### src/rtl/vpl_cla_result_fifo.sv
// Result-capture FIFO for the 4-bit carry-look-ahead add/subtract unit.
// Computes C/V/Z/N flags for each pushed sum, queues {s, C, V, Z, N} and
// presents the oldest entry show-ahead through a valid/ready handshake.
// Keeps a sticky signed-overflow flag for software polling.
module vpl_cla_result_fifo #(
    parameter int DEPTH = 4,
    parameter int CW    = 3
) (
    input  logic          clk,
    input  logic          rst_n,
    input  logic          in_valid,
    output logic          in_ready,
    input  logic [3:0]    x,
    input  logic [3:0]    y,
    input  logic          As_Sel,
    input  logic [3:0]    s,
    input  logic          Cout,
    output logic          out_valid,
    input  logic          out_ready,
    output logic [3:0]    out_s,
    output logic          out_c,
    output logic          out_v,
    output logic          out_z,
    output logic          out_n,
    output logic [CW-1:0] count,
    output logic          ovf_sticky,
    input  logic          ovf_clr
);

    localparam int AW = (DEPTH > 1) ? $clog2(DEPTH) : 1;

    logic [7:0]    mem [DEPTH];
    logic [AW-1:0] wr_ptr;
    logic [AW-1:0] rd_ptr;
    logic          full;
    logic          empty;
    logic          push;
    logic          pop;
    logic [3:0]    yb;
    logic          flag_c;
    logic          flag_v;
    logic          flag_z;
    logic          flag_n;
    logic [7:0]    entry_in;
    logic [7:0]    head;

    // Occupancy comes from the counter, so pointers can wrap freely.
    assign full      = (count == CW'(DEPTH));
    assign empty     = (count == '0);
    assign in_ready  = !full;
    assign out_valid = !empty;
    assign push      = in_valid & in_ready;
    assign pop       = out_valid & out_ready;

    // Condition flags of the presented sum; y is re-inverted for subtract so
    // the overflow test sees the operand the adder actually used.
    always_comb begin
        yb       = y ^ {4{As_Sel}};
        flag_c   = Cout;
        flag_v   = (x[3] == yb[3]) && (s[3] != x[3]);
        flag_z   = (s == 4'b0000);
        flag_n   = s[3];
        entry_in = {s, flag_c, flag_v, flag_z, flag_n};
    end

    // Entry storage, written at the tail on every accepted push.
    // NOTE: storage has no reset; the count gates every read, so stale data
    // is never visible and the array can map onto plain registers or LUT RAM.
    always_ff @(posedge clk) begin
        if (push) begin
            mem[wr_ptr] <= entry_in;
        end
    end

    // Pointer and occupancy bookkeeping.
    // NOTE: sequential state uses non-blocking assignments so every register
    // samples the pre-edge values regardless of statement order.
    always_ff @(posedge clk or negedge rst_n) begin
        if (!rst_n) begin
            wr_ptr <= '0;
            rd_ptr <= '0;
            count  <= '0;
        end else begin
            if (push) begin
                wr_ptr <= wr_ptr + AW'(1);
            end
            if (pop) begin
                rd_ptr <= rd_ptr + AW'(1);
            end
            case ({push, pop})
                2'b10:   count <= count + CW'(1);
                2'b01:   count <= count - CW'(1);
                default: count <= count;
            endcase
        end
    end

    // Sticky overflow: a pushed overflow wins over a same-cycle clear.
    always_ff @(posedge clk or negedge rst_n) begin
        if (!rst_n) begin
            ovf_sticky <= 1'b0;
        end else if (push && flag_v) begin
            ovf_sticky <= 1'b1;
        end else if (ovf_clr) begin
            ovf_sticky <= 1'b0;
        end
    end

    assign head = mem[rd_ptr];

    // Show-ahead head outputs, forced to zero while the FIFO is empty.
    // NOTE: every output gets a default first so no path leaves one unassigned
    // and no latch is inferred.
    always_comb begin
        out_s = 4'b0000;
        out_c = 1'b0;
        out_v = 1'b0;
        out_z = 1'b0;
        out_n = 1'b0;
        if (!empty) begin
            out_s = head[7:4];
            out_c = head[3];
            out_v = head[2];
            out_z = head[1];
            out_n = head[0];
        end
    end

endmodule

### config.mk
export PLATFORM = sky130hd
export DESIGN_NAME = vpl_cla_result_fifo
export DESIGN_NICKNAME = d
export VERILOG_FILES = /design/src/rtl/vpl_cla_result_fifo.sv
export SDC_FILE = /design/constraint.sdc
export NUM_CORES = 1
export LEC_CHECK = 0
export ABC_AREA = 0
export CORE_MARGIN = 3
export CORE_UTILIZATION = 45
export CTS_BUF_LIST = sky130_fd_sc_hd__clkbuf_4
export DETAILED_ROUTE_END_ITERATION = 10
export GPL_ROUTABILITY_DRIVEN = 0
export PLACE_DENSITY = 0.82
export SYNTH_ARGS = -nofsm -noshare
export SYNTH_HDL_FRONTEND = slang
export SYNTH_SLANG_ARGS = --single-unit
### constraint.sdc
create_clock -name clk -period 4.2 [get_ports clk]
set_input_delay 0.84 -clock clk [delete_from_list [all_inputs] [get_ports clk]]
set_output_delay 0.84 -clock clk [all_outputs]
set_load 0.01 [all_outputs]
Word level (Yosys, flattened, before mapping)
Memory sizes are Yosys's and may differ from the RTL's. Cells that the tools add are included.

Bits in registers: 8. RAM bits: 32. Input bits: 19. Logic and storage cells: 35. Memories: 1.

Memories: mem (depth 4, bits a word 8, read ports 1, clocked after memory_dff 0, wr ports 1, line 32) `logic [7:0] mem [DEPTH];`.

Add/sub/neg operators: 4. Equality and inequality tests: 5. Multiplexer cells: 10. Bitwise logic cells: 3. Reductions and logical operators: 8.

Operators by type and width (count): 1-bit 2-to-1 mux (8); 3-bit case mux with 2 select lines (1); 2-bit by 1-bit adder with 2-bit output (second input constant) (2); 4-bit zero test (1); 4-bit 2-to-1 mux (1); 2-bit nonzero test (2); 4-bit XOR (1); 3-bit by 1-bit adder with 3-bit output (second input constant) (1); 3-bit equality test (second input constant) (1); 3-bit zero test (1); 3-bit by 1-bit subtractor with 3-bit output (second input constant) (1); 1-bit AND (2); 2-bit by 1-bit equality test with 1-bit output (second input constant) (1); 2-bit equality test (second input constant) (1); 1-bit logical AND (2); 1-bit zero test (2); 1-bit equality test (1); 1-bit != test (1).

Longest topological paths before layout
Depth in word-level cells: 5. Mapped depth: 9.

Worst setup path after synthesis
OpenSTA, ideal clock, no wires.

Kind: register -> output. From: reg rd_ptr[0]. To: out out_s[3]. Arrival time: 1.398 ns. Setup slack: 1.962 ns. Cell stages (with the launch flop): 5. Buffers on the path: 2. Path through: dfrtp_1 -> buf_2 -> mux4_2 -> and2_1 -> buf_4.

Word-level cells in the longest chain between the ends: 2.

Ends and longest elaborated chain: start, declared (line 34) `logic [AW-1:0] rd_ptr;`; start signal, assigned (line 88) `rd_ptr <= rd_ptr + AW'(1);`; memory 4 x 8 bit; 4-bit 2-to-1 mux (line 120) `if (!empty) begin`; end, declared (line 20) `output logic [3:0] out_s,`.

No other way between the ends.

Final worst setup path
From: reg rd_ptr[0]. To: out out_z.

Word-level cells in the longest chain between the ends: 2.

Ends and longest elaborated chain: memory 4 x 8 bit; 1-bit 2-to-1 mux (line 120); end, declared (line 23) `output logic out_z,`.

No other way between the ends.

==> metrics.md <==
| Metric | Value |
|---|---|
| Outcome | `completed` |
| Critical path arrival | `about 2200 ps` |
| Crit path launch type | `register` |
| Initial antenna violation count | `0` |
| Slew @ Worst Pin | `548 ps` |
| N_diodes | `0` |
| Vias per cell | `between 5 and 6` |
| Crit path max-delay family | `flip-flops` |
| Max Root-Sink Buffers | `2` |
| Clock power share | `a little over an eighth` |
| Die Height | `about 65 microns` |
| Internal | `between 0.0008 and 0.0009 W` |
| Worst-path clk slew | `roughly 110 ps` |
| # setup viols final | `0` |
| EDFF count, synth | `28` |
| First-pass GRT wire length | `roughly 4500 microns` |
| PD cells | `approximately 670 nW/um^2` |
| Crit path time final | `~3100 ps` |
| I/O Pins | `33` |
| CP Buf/Inv Count | `1` |
| Drt pass-1 iters | `4` |
| Avg WL per Cell | `15.9 microns` |
| Starting Density | `between 40% and 50%` |
| Seq cells post-synth | `36` |
| I/O Buffers | `26` |
| Slowest CP cell | `dfrtp_1` |
| Remaining global-route overflow | `0` |
| CTS H-tree depth | `2` |
| Synth unique cells | `23` |
| GR Util met2 | `24.0%` |
| Largest cells by area after synthesis | `edfxtp_1 (54%), dfrtp_1 (13%), mux4_2 (10%)` |
| Min Hold Slack | `roughly 520 ps` |
| Slew margin rel. | `a little over three fifths` |
| Fin util | `about three fifths` |
| Global Route Usage Sum | `between 10% and 20%` |
| CP Max Fanout | `9` |
| DP HPWL | `1860 microns` |
| Clk Latency, worst-skew pair | `330 ps` |
| Worst setup EP type | `output port` |
| Seq pwr share | `43.8%` |
| P_sw | `about 0.00040 W` |
| Placed Instances | `about 160` |
| Skew final | `about 9.9 ps` |
| PostCTS Resize Cnt | `0` |
| CORE AREA | `around 3200 sq um` |
| Final Power | `~0.0013 W` |
| CTS Buf Count | `5` |
| Rows | `20` |
| Clk sinks | `36` |
| Worst EP required | `3360 ps` |
| Number of max-cap violations | `0` |
| Critical Path Max Stage Delay | `around 700 ps` |
| Cell area after synthesis | `between 1500 and 2000 sq um` |
| Peak supply drop | `~330 uV` |
| RR Startpoint | `count[0]` |
| Die width | `roughly 65 microns` |
| Grt met3 use | `under 10%` |
| Post-synthesis sequential area ratio | `between 60 and 70%` |
| Top cells by count, synth | `edfxtp_1 (28), and2_1 (8), dfrtp_1 (8)` |
| Mapped Nets | `approximately 120` |
| Routed via count | `between 800 and 900` |
| GRT busiest layer | `met2` |
| Combinational share of power | `42.7%` |
| Worst-case reg-to-reg path depth | `9` |
| Hold wc startpoint | `count[2]` |
| Vias in the first global route | `around 920` |
| RSZ-0062 raised after global routing | `no` |
| Die ar. | `between 4000 and 5000 sq um` |
| CP cell instances | `mux4_2, and2_1, clkdlybuf4s50_1` |
| Post-route insts no fill | `165` |
| Synth top area share | `a little over half` |
| Final hold violation count | `0` |
| CP Class | `register to output port` |
| Share of layout cells above drive strength 1 | `18.2%` |
| Hold Crit Class | `register to register` |
| R2R Path End | `count[2]` |
| Layout area overhead | `22.0%` |
| F_max | `roughly 0.33 GHz` |
| Initial DRC Count | `13` |
| Asr flop ratio synth | `roughly 22%` |
| Grt met1 use | `17.2%` |
| Hold endpoint | `count[2]` |
| Mapped Cells | `91` |
| Post-route ant nets | `0` |
| Syn_area_per_cell | `17.2 sq um` |
| Final Max Slew Viols | `0` |
| Leading area contributor after synthesis | `edfxtp_1` |
| Hold depth | `1` |
| Synth Flop Type | `edfxtp_1` |
| Post-CTS setup buffers | `0` |
| Largest net degree at the start of global routing | `12` |
| Hold_buf cts | `0` |
| Nets | `approximately 150` |
| YS warnings | `0` |
| Pleak | `between 0.7 and 0.8 nW` |
| Switch share | `a little under a third` |
| Most common cell in the synthesized netlist | `edfxtp_1` |
| Setup TNS | `0 ps` |
| CTS tree | `done` |
| Root buffer cell | `clkbuf_4` |
| Reg2reg setup slack | `1980 ps` |
| Tcrit/Tclk final | `about 73%` |
| Routed WL | `2620 microns` |
| Drt drc | `0` |
==> layer usage <==
| layer | vias to the layer above | wire (microns) |
|---|---|---|
| met5 | - | 0 |
| met4 | 0 | 40 |
| met3 | 5 | 114 |
| met2 | 23 | 1320 |
| met1 | 421 | 1150 |
| li1 | 392 | - |
==> state kept, by name, indices dropped and copies added (netlist names) <==
signal,count
wr_ptr,2
rd_ptr,2
mem,28
count,3
ovf_sticky,1
==> how the worst max path moves through the flow <==
stage	startpoint	to	slack, ps	cells after the start
2_1_floorplan	rd_ptr[0]	out_s[3]	1960	4
3_3_place_gp	rd_ptr[0]	out_z	1470	3
3_5_place_dp	rd_ptr[0]	out_z	1450	3
4_1_cts	rd_ptr[0]	out_z	1060	3
5_1_grt	rd_ptr[0]	out_n	990	3
6_report	rd_ptr[0]	out_z	1130	3
==> cell type report <==
type | instances | area [sq um]
fillers | 259 | 1260
flip-flops and latches | 36 | 1040
multi-input cells | 44 | 480
repair buffers | 26 | 260
well taps | 44 | 55.1
clock buffers | 5 | 37.5
inverters | 7 | 26.3
clock inverters | 3 | 13.8
==> cells in the final DEF (no fill, tap or decap) <==
cell type and instances:
a22o_2 1, and2_1 8, and2_4 1, and3_2 4, clkbuf_4 5, clkdlybuf4s50_1 26
clkinv_1 1, clkinv_2 2, dfrtp_1 8, edfxtp_1 28, fa_1 1, ha_1 5
inv_1 7, mux2_4 1, mux2i_1 2, mux4_2 7, nand2b_1 2, nand3_1 1
nor2_1 1, nor4_1 1, or3_1 1, or3b_4 1, xnor2_1 4, xor2_1 3
==> power by group through the flow <==
stage	sequential, W	clock [W]	combinational (W)
after floorplan	0.000528	0	0.000358
after global placement	0.000563	0	0.000535
after detailed placement	0.000571	0	0.000552
after CTS	0.000563	0.000176	0.000557
after global routing	0.000574	0.000190	0.000597
final	0.000559	0.000172	0.000546
==> metrics by stage <==
stage	worst slack, ps	cell area [sq um]
final	1130	1910
after global routing	989	1910
after CTS	1060	1910
after detailed placement	1450	1860
after global placement	1470	1860
after floorplan	1960	1570
==> kinds of logic (layout without fill, tap and decap cells) <==
| group | after synthesis | after routing | synth area share (%) |
|---|---|---|---|
| flip-flops | 36 | 36 | 66.3 |
| AND/OR/NAND/NOR | 20 | 20 | 8.53 |
| buffers and inverters | 11 | 41 | 3.03 |
| multiplexers | 10 | 10 | 12.3 |
| XOR/XNOR | 7 | 7 | 3.91 |
| adder cells (fa/ha/maj) | 6 | 6 | 5.26 |
| AO/OA/AOI/OAI | 1 | 1 | 0.638 |
(Power assumes the default switching activity.)
